### config.mk
export PLATFORM = sky130hd
export DESIGN_NAME = jedro_1_opfetch_flat
export DESIGN_NICKNAME = d
export VERILOG_FILES = /design/src/rtl/jedro_1_opfetch_if.sv /design/src/rtl/jedro_1_opfetch.sv /design/src/flat_wrapper.sv
export SDC_FILE = /design/constraint.sdc
export NUM_CORES = 1
export LEC_CHECK = 0
export BUFFER_PORTS_ARGS = -buffer_cell sky130_fd_sc_hd__clkbuf_2
export CAP_MARGIN = 20
export CORE_ASPECT_RATIO = 0.8
export CORE_MARGIN = 2
export CORE_UTILIZATION = 40
export DETAILED_ROUTE_END_ITERATION = 8
export PLACE_DENSITY = 0.76
export SLEW_MARGIN = 20
export SYNTH_ARGS = -nofsm -noshare
export SYNTH_HDL_FRONTEND = slang
export SYNTH_SLANG_ARGS = --single-unit
### constraint.sdc
create_clock -name clk_i -period 5.2 [get_ports clk_i]
set_clock_uncertainty 0.2 [all_clocks]
set_input_delay 0.52 -clock clk_i [delete_from_list [all_inputs] [get_ports clk_i]]
set_output_delay 0.52 -clock clk_i [all_outputs]
set_load 0.02 [all_outputs]
### src/rtl/jedro_1_opfetch_if.sv
// Signal bundle between decode, the register file, writeback and execute for the
// jedro_1 operand-fetch stage. The slave modport is the stage's view.
interface jedro_1_opfetch_if #(
  parameter int DATA_WIDTH = 32,
  parameter int ADDR_WIDTH = 5
);
  logic [31:0]           instr_i;
  logic                  instr_valid_i;
  logic                  instr_ready_o;
  logic [ADDR_WIDTH-1:0] rpb_addr_o;
  logic [DATA_WIDTH-1:0] rpb_data_i;
  logic [ADDR_WIDTH-1:0] rpc_addr_o;
  logic [DATA_WIDTH-1:0] rpc_data_i;
  logic                  wb_we_i;
  logic [ADDR_WIDTH-1:0] wb_addr_i;
  logic [DATA_WIDTH-1:0] wb_data_i;
  logic                  flush_i;
  logic                  op_valid_o;
  logic                  op_ready_i;
  logic [31:0]           instr_o;
  logic [DATA_WIDTH-1:0] rs1_data_o;
  logic [DATA_WIDTH-1:0] rs2_data_o;
  logic [ADDR_WIDTH-1:0] rd_addr_o;
  logic                  rd_we_o;
  logic                  illegal_o;

  modport slave (
    input  instr_i, instr_valid_i, rpb_data_i, rpc_data_i,
           wb_we_i, wb_addr_i, wb_data_i, flush_i, op_ready_i,
    output instr_ready_o, rpb_addr_o, rpc_addr_o, op_valid_o,
           instr_o, rs1_data_o, rs2_data_o, rd_addr_o, rd_we_o, illegal_o
  );

  modport master (
    output instr_i, instr_valid_i, rpb_data_i, rpc_data_i,
           wb_we_i, wb_addr_i, wb_data_i, flush_i, op_ready_i,
    input  instr_ready_o, rpb_addr_o, rpc_addr_o, op_valid_o,
           instr_o, rs1_data_o, rs2_data_o, rd_addr_o, rd_we_o, illegal_o
  );
endinterface

### src/rtl/jedro_1_opfetch.sv
// jedro_1 operand-fetch stage: decodes register usage, stalls on RAW/WAW against a
// pending-write scoreboard, bypasses same-cycle writeback and registers one entry.
module jedro_1_opfetch #(
  parameter int DATA_WIDTH = 32,
  parameter int ADDR_WIDTH = 5
) (
  input logic                clk_i,
  input logic                rstn_i,
  jedro_1_opfetch_if.slave   bus
);

  localparam int NREGS = 2 ** ADDR_WIDTH;

  localparam logic [6:0] OPC_LUI    = 7'b0110111;
  localparam logic [6:0] OPC_AUIPC  = 7'b0010111;
  localparam logic [6:0] OPC_JAL    = 7'b1101111;
  localparam logic [6:0] OPC_JALR   = 7'b1100111;
  localparam logic [6:0] OPC_BRANCH = 7'b1100011;
  localparam logic [6:0] OPC_LOAD   = 7'b0000011;
  localparam logic [6:0] OPC_STORE  = 7'b0100011;
  localparam logic [6:0] OPC_OPIMM  = 7'b0010011;
  localparam logic [6:0] OPC_OP     = 7'b0110011;
  localparam logic [6:0] OPC_FENCE  = 7'b0001111;
  localparam logic [6:0] OPC_SYSTEM = 7'b1110011;

  logic [ADDR_WIDTH-1:0] rs1, rs2, rd;
  logic                  writes_rd, use_rs1, use_rs2, illegal, rd_we;
  logic                  hazard, ready, accept;

  logic                  op_valid_q, op_valid_d;
  logic [31:0]           instr_q;
  logic [DATA_WIDTH-1:0] rs1_q, rs2_q;
  logic [ADDR_WIDTH-1:0] rd_addr_q;
  logic                  rd_we_q, illegal_q;

  logic [NREGS-1:1]      pending_q, pending_d;
  logic [NREGS-1:0]      pending;
  logic [NREGS-1:0]      pend_nxt;

  assign rs1     = bus.instr_i[19:15];
  assign rs2     = bus.instr_i[24:20];
  assign rd      = bus.instr_i[11:7];
  assign pending = {pending_q, 1'b0};

  function automatic logic wb_clr(input logic [ADDR_WIDTH-1:0] r);
    return bus.wb_we_i && (bus.wb_addr_i == r) && (r != '0);
  endfunction

  // x0 reads as zero even if something writes back to it; bypass beats the port.
  function automatic logic [DATA_WIDTH-1:0] sel_operand(input logic [ADDR_WIDTH-1:0] r,
                                                        input logic [DATA_WIDTH-1:0] port);
    if (r == '0)     return '0;
    else if (wb_clr(r)) return bus.wb_data_i;
    else             return port;
  endfunction

  always_comb begin
    writes_rd = 1'b0;
    use_rs1   = 1'b0;
    use_rs2   = 1'b0;
    illegal   = 1'b0;
    unique case (bus.instr_i[6:0])
      OPC_LUI, OPC_AUIPC, OPC_JAL: writes_rd = 1'b1;
      OPC_JALR, OPC_LOAD, OPC_OPIMM: begin
        writes_rd = 1'b1;
        use_rs1   = 1'b1;
      end
      OPC_OP: begin
        writes_rd = 1'b1;
        use_rs1   = 1'b1;
        use_rs2   = 1'b1;
      end
      OPC_BRANCH, OPC_STORE: begin
        use_rs1 = 1'b1;
        use_rs2 = 1'b1;
      end
      OPC_FENCE, OPC_SYSTEM: ;
      default: illegal = 1'b1;
    endcase
  end

  assign rd_we  = writes_rd && (rd != '0);
  assign hazard = (use_rs1   && pending[rs1] && !wb_clr(rs1)) ||
                  (use_rs2   && pending[rs2] && !wb_clr(rs2)) ||
                  (writes_rd && pending[rd]  && !wb_clr(rd));
  assign ready  = (!op_valid_q || bus.op_ready_i) && !hazard && !bus.flush_i;
  assign accept = bus.instr_valid_i && ready;

  always_comb begin
    op_valid_d = op_valid_q;
    if (bus.flush_i)                        op_valid_d = 1'b0;
    else if (accept)                        op_valid_d = 1'b1;
    else if (bus.op_ready_i && op_valid_q)  op_valid_d = 1'b0;
  end

  // Writeback clear first, then the new destination, so a set on the same index wins.
  always_comb begin
    pend_nxt = pending;
    if (bus.wb_we_i) pend_nxt[bus.wb_addr_i] = 1'b0;
    if (accept && rd_we) pend_nxt[rd] = 1'b1;
    if (bus.flush_i && op_valid_q && rd_we_q) pend_nxt[rd_addr_q] = 1'b0;
    pend_nxt[0] = 1'b0;
    pending_d   = pend_nxt[NREGS-1:1];
  end

  always_ff @(posedge clk_i or negedge rstn_i) begin
    if (!rstn_i) begin
      op_valid_q <= 1'b0;
      instr_q    <= '0;
      rs1_q      <= '0;
      rs2_q      <= '0;
      rd_addr_q  <= '0;
      rd_we_q    <= 1'b0;
      illegal_q  <= 1'b0;
      pending_q  <= '0;
    end else begin
      op_valid_q <= op_valid_d;
      pending_q  <= pending_d;
      if (accept) begin
        instr_q   <= bus.instr_i;
        rs1_q     <= sel_operand(rs1, bus.rpb_data_i);
        rs2_q     <= sel_operand(rs2, bus.rpc_data_i);
        rd_addr_q <= rd;
        rd_we_q   <= rd_we;
        illegal_q <= illegal;
      end
    end
  end

  assign bus.instr_ready_o = ready;
  assign bus.rpb_addr_o    = rs1;
  assign bus.rpc_addr_o    = rs2;
  assign bus.op_valid_o    = op_valid_q;
  assign bus.instr_o       = instr_q;
  assign bus.rs1_data_o    = rs1_q;
  assign bus.rs2_data_o    = rs2_q;
  assign bus.rd_addr_o     = rd_addr_q;
  assign bus.rd_we_o       = rd_we_q;
  assign bus.illegal_o     = illegal_q;

endmodule
### src/flat_wrapper.sv
// flat-port wrapper written by rule: the top's interface ports become plain ports
module jedro_1_opfetch_flat 
#(
  parameter int DATA_WIDTH = 32,
  parameter int ADDR_WIDTH = 5
)
  (clk_i, rstn_i, bus_instr_i, bus_instr_valid_i, bus_rpb_data_i, bus_rpc_data_i, bus_wb_we_i, bus_wb_addr_i, bus_wb_data_i, bus_flush_i, bus_op_ready_i, bus_instr_ready_o, bus_rpb_addr_o, bus_rpc_addr_o, bus_op_valid_o, bus_instr_o, bus_rs1_data_o, bus_rs2_data_o, bus_rd_addr_o, bus_rd_we_o, bus_illegal_o);
  jedro_1_opfetch_if #(.DATA_WIDTH(DATA_WIDTH), .ADDR_WIDTH(ADDR_WIDTH)) bus_i ();
  input logic clk_i;
  input logic rstn_i;
  input wire logic [$bits(bus_i.instr_i)-1:0] bus_instr_i;
  input wire logic [$bits(bus_i.instr_valid_i)-1:0] bus_instr_valid_i;
  input wire logic [$bits(bus_i.rpb_data_i)-1:0] bus_rpb_data_i;
  input wire logic [$bits(bus_i.rpc_data_i)-1:0] bus_rpc_data_i;
  input wire logic [$bits(bus_i.wb_we_i)-1:0] bus_wb_we_i;
  input wire logic [$bits(bus_i.wb_addr_i)-1:0] bus_wb_addr_i;
  input wire logic [$bits(bus_i.wb_data_i)-1:0] bus_wb_data_i;
  input wire logic [$bits(bus_i.flush_i)-1:0] bus_flush_i;
  input wire logic [$bits(bus_i.op_ready_i)-1:0] bus_op_ready_i;
  output wire logic [$bits(bus_i.instr_ready_o)-1:0] bus_instr_ready_o;
  output wire logic [$bits(bus_i.rpb_addr_o)-1:0] bus_rpb_addr_o;
  output wire logic [$bits(bus_i.rpc_addr_o)-1:0] bus_rpc_addr_o;
  output wire logic [$bits(bus_i.op_valid_o)-1:0] bus_op_valid_o;
  output wire logic [$bits(bus_i.instr_o)-1:0] bus_instr_o;
  output wire logic [$bits(bus_i.rs1_data_o)-1:0] bus_rs1_data_o;
  output wire logic [$bits(bus_i.rs2_data_o)-1:0] bus_rs2_data_o;
  output wire logic [$bits(bus_i.rd_addr_o)-1:0] bus_rd_addr_o;
  output wire logic [$bits(bus_i.rd_we_o)-1:0] bus_rd_we_o;
  output wire logic [$bits(bus_i.illegal_o)-1:0] bus_illegal_o;
  assign bus_i.instr_i = bus_instr_i;
  assign bus_i.instr_valid_i = bus_instr_valid_i;
  assign bus_i.rpb_data_i = bus_rpb_data_i;
  assign bus_i.rpc_data_i = bus_rpc_data_i;
  assign bus_i.wb_we_i = bus_wb_we_i;
  assign bus_i.wb_addr_i = bus_wb_addr_i;
  assign bus_i.wb_data_i = bus_wb_data_i;
  assign bus_i.flush_i = bus_flush_i;
  assign bus_i.op_ready_i = bus_op_ready_i;
  assign bus_instr_ready_o = bus_i.instr_ready_o;
  assign bus_rpb_addr_o = bus_i.rpb_addr_o;
  assign bus_rpc_addr_o = bus_i.rpc_addr_o;
  assign bus_op_valid_o = bus_i.op_valid_o;
  assign bus_instr_o = bus_i.instr_o;
  assign bus_rs1_data_o = bus_i.rs1_data_o;
  assign bus_rs2_data_o = bus_i.rs2_data_o;
  assign bus_rd_addr_o = bus_i.rd_addr_o;
  assign bus_rd_we_o = bus_i.rd_we_o;
  assign bus_illegal_o = bus_i.illegal_o;
  jedro_1_opfetch #(.DATA_WIDTH(DATA_WIDTH), .ADDR_WIDTH(ADDR_WIDTH)) u_core (.clk_i(clk_i), .rstn_i(rstn_i), .bus(bus_i));
endmodule
# == Word level (Yosys, flattened, before mapping) ==
# Cells that the tools add are included.
# word_totals
reg_bits,135
input_bits,139
output_inout_bits,115
elab_cells,103
# op_classes
order_cmp,8
eq_ne,14
muxes,26
bitwise_logic,5
n_reduce_logical,42
# ops
cell,count
32-bit two-way mux,7
32-bit AND,2
32-bit NOT,2
32-bit bitwise OR,1
"5-bit by 6-bit less-than comparator with 1-bit output, second input constant",5
"7-bit equality test, second input constant",4
1-bit logical AND,23
"7-bit by 6-bit equality test with 1-bit output, second input constant",3
1-bit binary-select mux with 5-bit select,3
1-bit demux with 5-bit select,3
5-bit equality test,3
"5-bit by 1-bit greater-or-equal comparator with 1-bit output, second input constant",3
5-bit nonzero test,3
"7-bit by 5-bit equality test with 1-bit output, second input constant",2
1-bit two-way mux,13
11-bit OR reduction,1
5-bit logical NOT,2
"7-bit by 2-bit equality test with 1-bit output, second input constant",1
"7-bit by 4-bit equality test with 1-bit output, second input constant",1
7-bit OR reduction,1
1-bit logical NOT,6
6-bit OR reduction,1
1-bit logical OR,3
3-bit nonzero test,1
3-bit OR reduction,1

# == Logic depth before layout (Yosys ltp) ==
# logic_depth
depth_word,15
ltp_mapped,13
ltp_nobuf,7

# == Worst setup path before layout ==
# Ideal clock, no wire load.
# synth_path
path_type,input port to flip-flop
startpoint,input bus_instr_i[20]
endpoint,register u_core.rd_addr_q[1] (netlist: u_core.bus.rd_addr_o[1])
setup_time_ns,0.128
arrival_ns,2.942
t_required_ns,4.872
path_slack_ns,1.930
stages,11
n_path_buf,4
cell_sequence,buf_2 -> mux4_2 -> mux2_2 -> a221oi_1 -> a2111oi_0 -> and4bb_1 -> and2_1 -> buf_4 -> buf_6 -> buf_6 -> mux2_1
# synth_between
elab_chain_cells,11
# synth_lines
element,line_no,text
from (decl),flat_wrapper.sv:11,input wire logic [$bits(bus_i.instr_i)-1:0] bus_instr_i;
"parallel branches: the longest is 4 deep, another holds 1-bit binary-select mux with 5-bit select",-,
1-bit logical AND (*),jedro_1_opfetch.sv:84,(use_rs2 && pending[rs2] && !wb_clr(rs2)) ||
1-bit logical OR (*),jedro_1_opfetch.sv:83,assign hazard = (use_rs1 && pending[rs1] && !wb_clr(rs1)) ||
1-bit logical OR (*),jedro_1_opfetch.sv:84,
1-bit logical NOT (*),jedro_1_opfetch.sv:86,assign ready = (!op_valid_q || bus.op_ready_i) && !hazard && !bus.flush_i;
1-bit logical AND (*) (2 in a row),jedro_1_opfetch.sv:86,
1-bit logical AND (*),jedro_1_opfetch.sv:87,assign accept = bus.instr_valid_i && ready;
to (signal assigned),jedro_1_opfetch.sv:123,rd_addr_q <= rd;
to (decl),jedro_1_opfetch.sv:33,logic [ADDR_WIDTH-1:0] rd_addr_q;
# Every way passes the cells marked *. The select of a mux whose other input is x is not followed.
# A chain may end at the register's enable or synchronous reset.

# == Worst setup path in the final report ==
# layout_path
startpoint,input bus_instr_i[20]
endpoint,output bus_instr_ready_o
# layout_between
elab_chain_cells,10
# layout_lines
element,line_no,text
"parallel branches: the longest is 4 deep, another holds 1-bit binary-select mux with 5-bit select",-,
1-bit logical AND (*),jedro_1_opfetch.sv:84,
1-bit logical OR (*),jedro_1_opfetch.sv:83,
1-bit logical OR (*),jedro_1_opfetch.sv:84,
1-bit logical NOT (*),jedro_1_opfetch.sv:86,
1-bit logical AND (*) (2 in a row),jedro_1_opfetch.sv:86,
to (decl),flat_wrapper.sv:20,output wire logic [$bits(bus_i.instr_ready_o)-1:0] bus_instr_ready_o;
# Marks and branches as above.

==> results.md <==
- Synth cell types: 51
- Minimum clock period: 3.81 ns
- Syn. warnings: 0
- CTS tree: built
- Mapped Avg Cell Area: 10.9 um^2
- CP Capture Type: output pin
- Design area: 0.00980 mm^2
- Clk root buf: clkbuf_16
- Worst relative slew slack: 46.2%
- Post-Layout Cell Count: 1201
- Setup Buffers After CTS: 0
- Status: completed
- FMAX: 263 MHz
- Worst vdd ir: 0.190 mV
- CTS buffer count: 17
- Register bit total from synthesis: 130
- MaxCap Viol Count: 0
- Gr ovfl total: 0
- Hold Path Class: in2reg
- GPL Wtd Cong: 0.936
- FP Rows: 45
- PwrDens: 345 mW/mm^2
- CTS Sinks: 130
- WL final: 23500 um
- Netlist Area Pre-Place: 0.00785 mm^2
- Crit path kind: in2out
- Core area: 0.0191 mm^2
- Tightest Pin Transition: 0.808 ns
- Sequential share of the synthesized area: 41.4%
- Antenna diodes: 0
- CP Launch Type: primary input
- Setup violations, final: 0
- Vias per inst: 5.60
- Vert. Die Dim: 129 um
- Global Route Usage Sum: 22.7%
- Unrepaired setup endpoints after global routing: false
- WL per Instance: 19.6 um
- Initial antenna violation count: 1
- CP arrival: 3.09 ns
- Final #Nets: 1069
- Crit-path slowest cell: and4bb_1
- Most common cell after layout, fill and taps aside: clkbuf_2
- Post-synth EDFFs: 0
- Clk Latency, worst-skew pair: 0.41 ns
- Syn nets: 859
- Area delta synth->final: 24.9%
- Endpoints failing hold: 0
- Fill count: 1706
- Commonest cells after routing, fill and taps aside: clkbuf_2, dfrtp_1, nor2_1
- IO buf count: 253
- Worst path cell trace: clkbuf_2, mux4_2, mux2_2, a221oi_1, a2111oi_0, and4bb_1, clkbuf_2
- Vias: 6726
- Max-slew violation count: 0
- Starting Density: 41.1%
- Post-Place Setup Slack: 1.06 ns
- First-pass iteration count of the detailed router: 4
- Chip Width: 161 um
- H-Tree Depth: 4
- Worst Slack Setup Final: 1.39 ns
- Most used cell, CP: clkbuf_2
- Share of cells above drive strength 1: 42.3%
- Prevailing post-synth register cell: dfrtp_1
- Leak: 4.27 nW
- First-pass GRT wire length: 36500 um
- DRC: 0
- DP Cell Count: 1168
- Worst-path clk slew: 0.06 ns
- Largest net degree at the start of global routing: 84
- Async set-or-reset flop fraction in the synthesized netlist: 100%
- Die area: 0.0208 mm^2
- DR iter-0 viols: 669
- Slowest stage delay, CP: 0.63 ns
- Top delay family on crit path: multiplexers
- Post-DRT Antenna Nets: 0
- I/O pins: 254
- HPWL after DPL: 16800 um
- Mapped Cells: 720
- Worst EP required: 4.48 ns
- WP buf/inv: 2
- Placed standard-cell area: 0.00916 mm^2
- Fin crit share: 73.2%
- Critical Path Fanout Max: 16
- TNS Setup: 0 ns
- Vias in the first global route: 6724
- Max clock buf depth: 2
- Power Total: 3.39 mW
-- routing by layer --
metal  track usage (%)  routed length, um
met5                 0                 18
met4              6.84                420
met3              6.02               2390
met2              36.4              10700
met1              30.4               9950
-- layout make-up --
| class | instances | area [um^2] | area share (%) |
|---|---|---|---|
| multi-input combinational | 516 | 4220 | 43.1 |
| sequential | 130 | 3250 | 33.2 |
| timing repair buffer | 261 | 1360 | 13.9 |
| clock buffer | 18 | 429 | 4.38 |
| tap | 258 | 323 | 3.29 |
| clock inverter | 14 | 203 | 2.07 |
| inverter | 4 | 15.0 | 0.153 |
-- through the flow --
stage / util (%) / hold WS, ns
after floorplan: - / 0.0244
after global placement: 48.0 / 0.268
after detailed placement: 48.0 / 0.276
after CTS: 51.4 / 0.121
after global routing: 51.4 / 0.125
final: 51.4 / 0.139
-- synthesized netlist by cell type (all sizes together), types with 3 or more instances --
| library cell | number | area [um^2] |
|---|---|---|
| dfrtp | 130 | 3250 |
| nor2 | 107 | 402 |
| mux2 | 100 | 1130 |
| mux2i | 84 | 841 |
| buf | 37 | 270 |
| clkbuf | 33 | 124 |
| o21ai | 27 | 135 |
| nand2 | 18 | 67.6 |
| nor4 | 18 | 119 |
| mux4 | 16 | 360 |
| o2bb2ai | 16 | 203 |
| nand3 | 13 | 65.1 |
| nand3b | 12 | 90.1 |
| a21oi | 11 | 55.1 |
| xnor2 | 9 | 78.8 |
| nor3 | 8 | 40.0 |
| o221ai | 8 | 70.1 |
| nand4 | 6 | 37.5 |
| nor2b | 6 | 37.5 |
| o31ai | 6 | 45.0 |
| or3b | 6 | 52.6 |
| xor2 | 6 | 52.6 |
| inv | 4 | 15.0 |
| nand2b | 4 | 25.0 |
| nor4b | 4 | 47.6 |
| or3 | 4 | 25.0 |
| and3 | 3 | 18.8 |
-- what timing repair did --
item,4_1_cts,5_1_grt
endpoints found under the hold margin,36,0
hold buffers,1,0
gates resized for setup,0,0
-- final timing paths --
kind                                                  end  depth (start not counted)  slack [ns]                      start
worst max-delay path                    bus_instr_ready_o                          7        1.39            bus_instr_i[20]
max in group asynchronous          u_core.bus.instr_o[15]                          3        3.12                     rstn_i
min in group asynchronous         u_core.bus.rd_addr_o[2]                          2        0.53                     rstn_i
worst min-delay path               u_core.bus.instr_o[13]                          2        0.14            bus_instr_i[13]
worst min register to register  u_core.bus.rs2_data_o[13]                          1        0.29  u_core.bus.rs2_data_o[13]
worst max register to register  u_core.bus.rs1_data_o[19]                          8        1.68       u_core.pending_q[31]
-- power breakdown --
| part | internal [mW] | switching, mW | total (mW) |
|---|---|---|---|
| logic | 0.324 | 0.505 | 0.828 |
| clock network | 0.810 | 0.476 | 1.29 |
| registers | 1.17 | 0.104 | 1.27 |
-- kinds of logic (layout without fill, tap and decap cells) --
kind of cell | Yosys count | in the layout | share of synthesized area, %
AOI/OAI and AO/OA | 86 | 86 | 8.34
xor gates and xnor gates | 15 | 15 | 1.67
buffers and inverters | 74 | 297 | 5.21
DFF | 130 | 130 | 41.4
muxes | 200 | 200 | 29.6
and+or+nand+nor | 215 | 215 | 13.7
-- state kept, by name, summed over array words and instances (netlist names) --
| signal | count |
|---|---|
| u_core.bus.rs1_data_o | 32 |
| u_core.bus.rs2_data_o | 32 |
| u_core.pending_q | 31 |
| u_core.bus.instr_o | 28 |
| u_core.bus.rd_addr_o | 4 |
| u_core.bus.illegal_o | 1 |
| u_core.bus.op_valid_o | 1 |
| u_core.bus.rd_we_o | 1 |
Power figures use the tool's default switching activity.
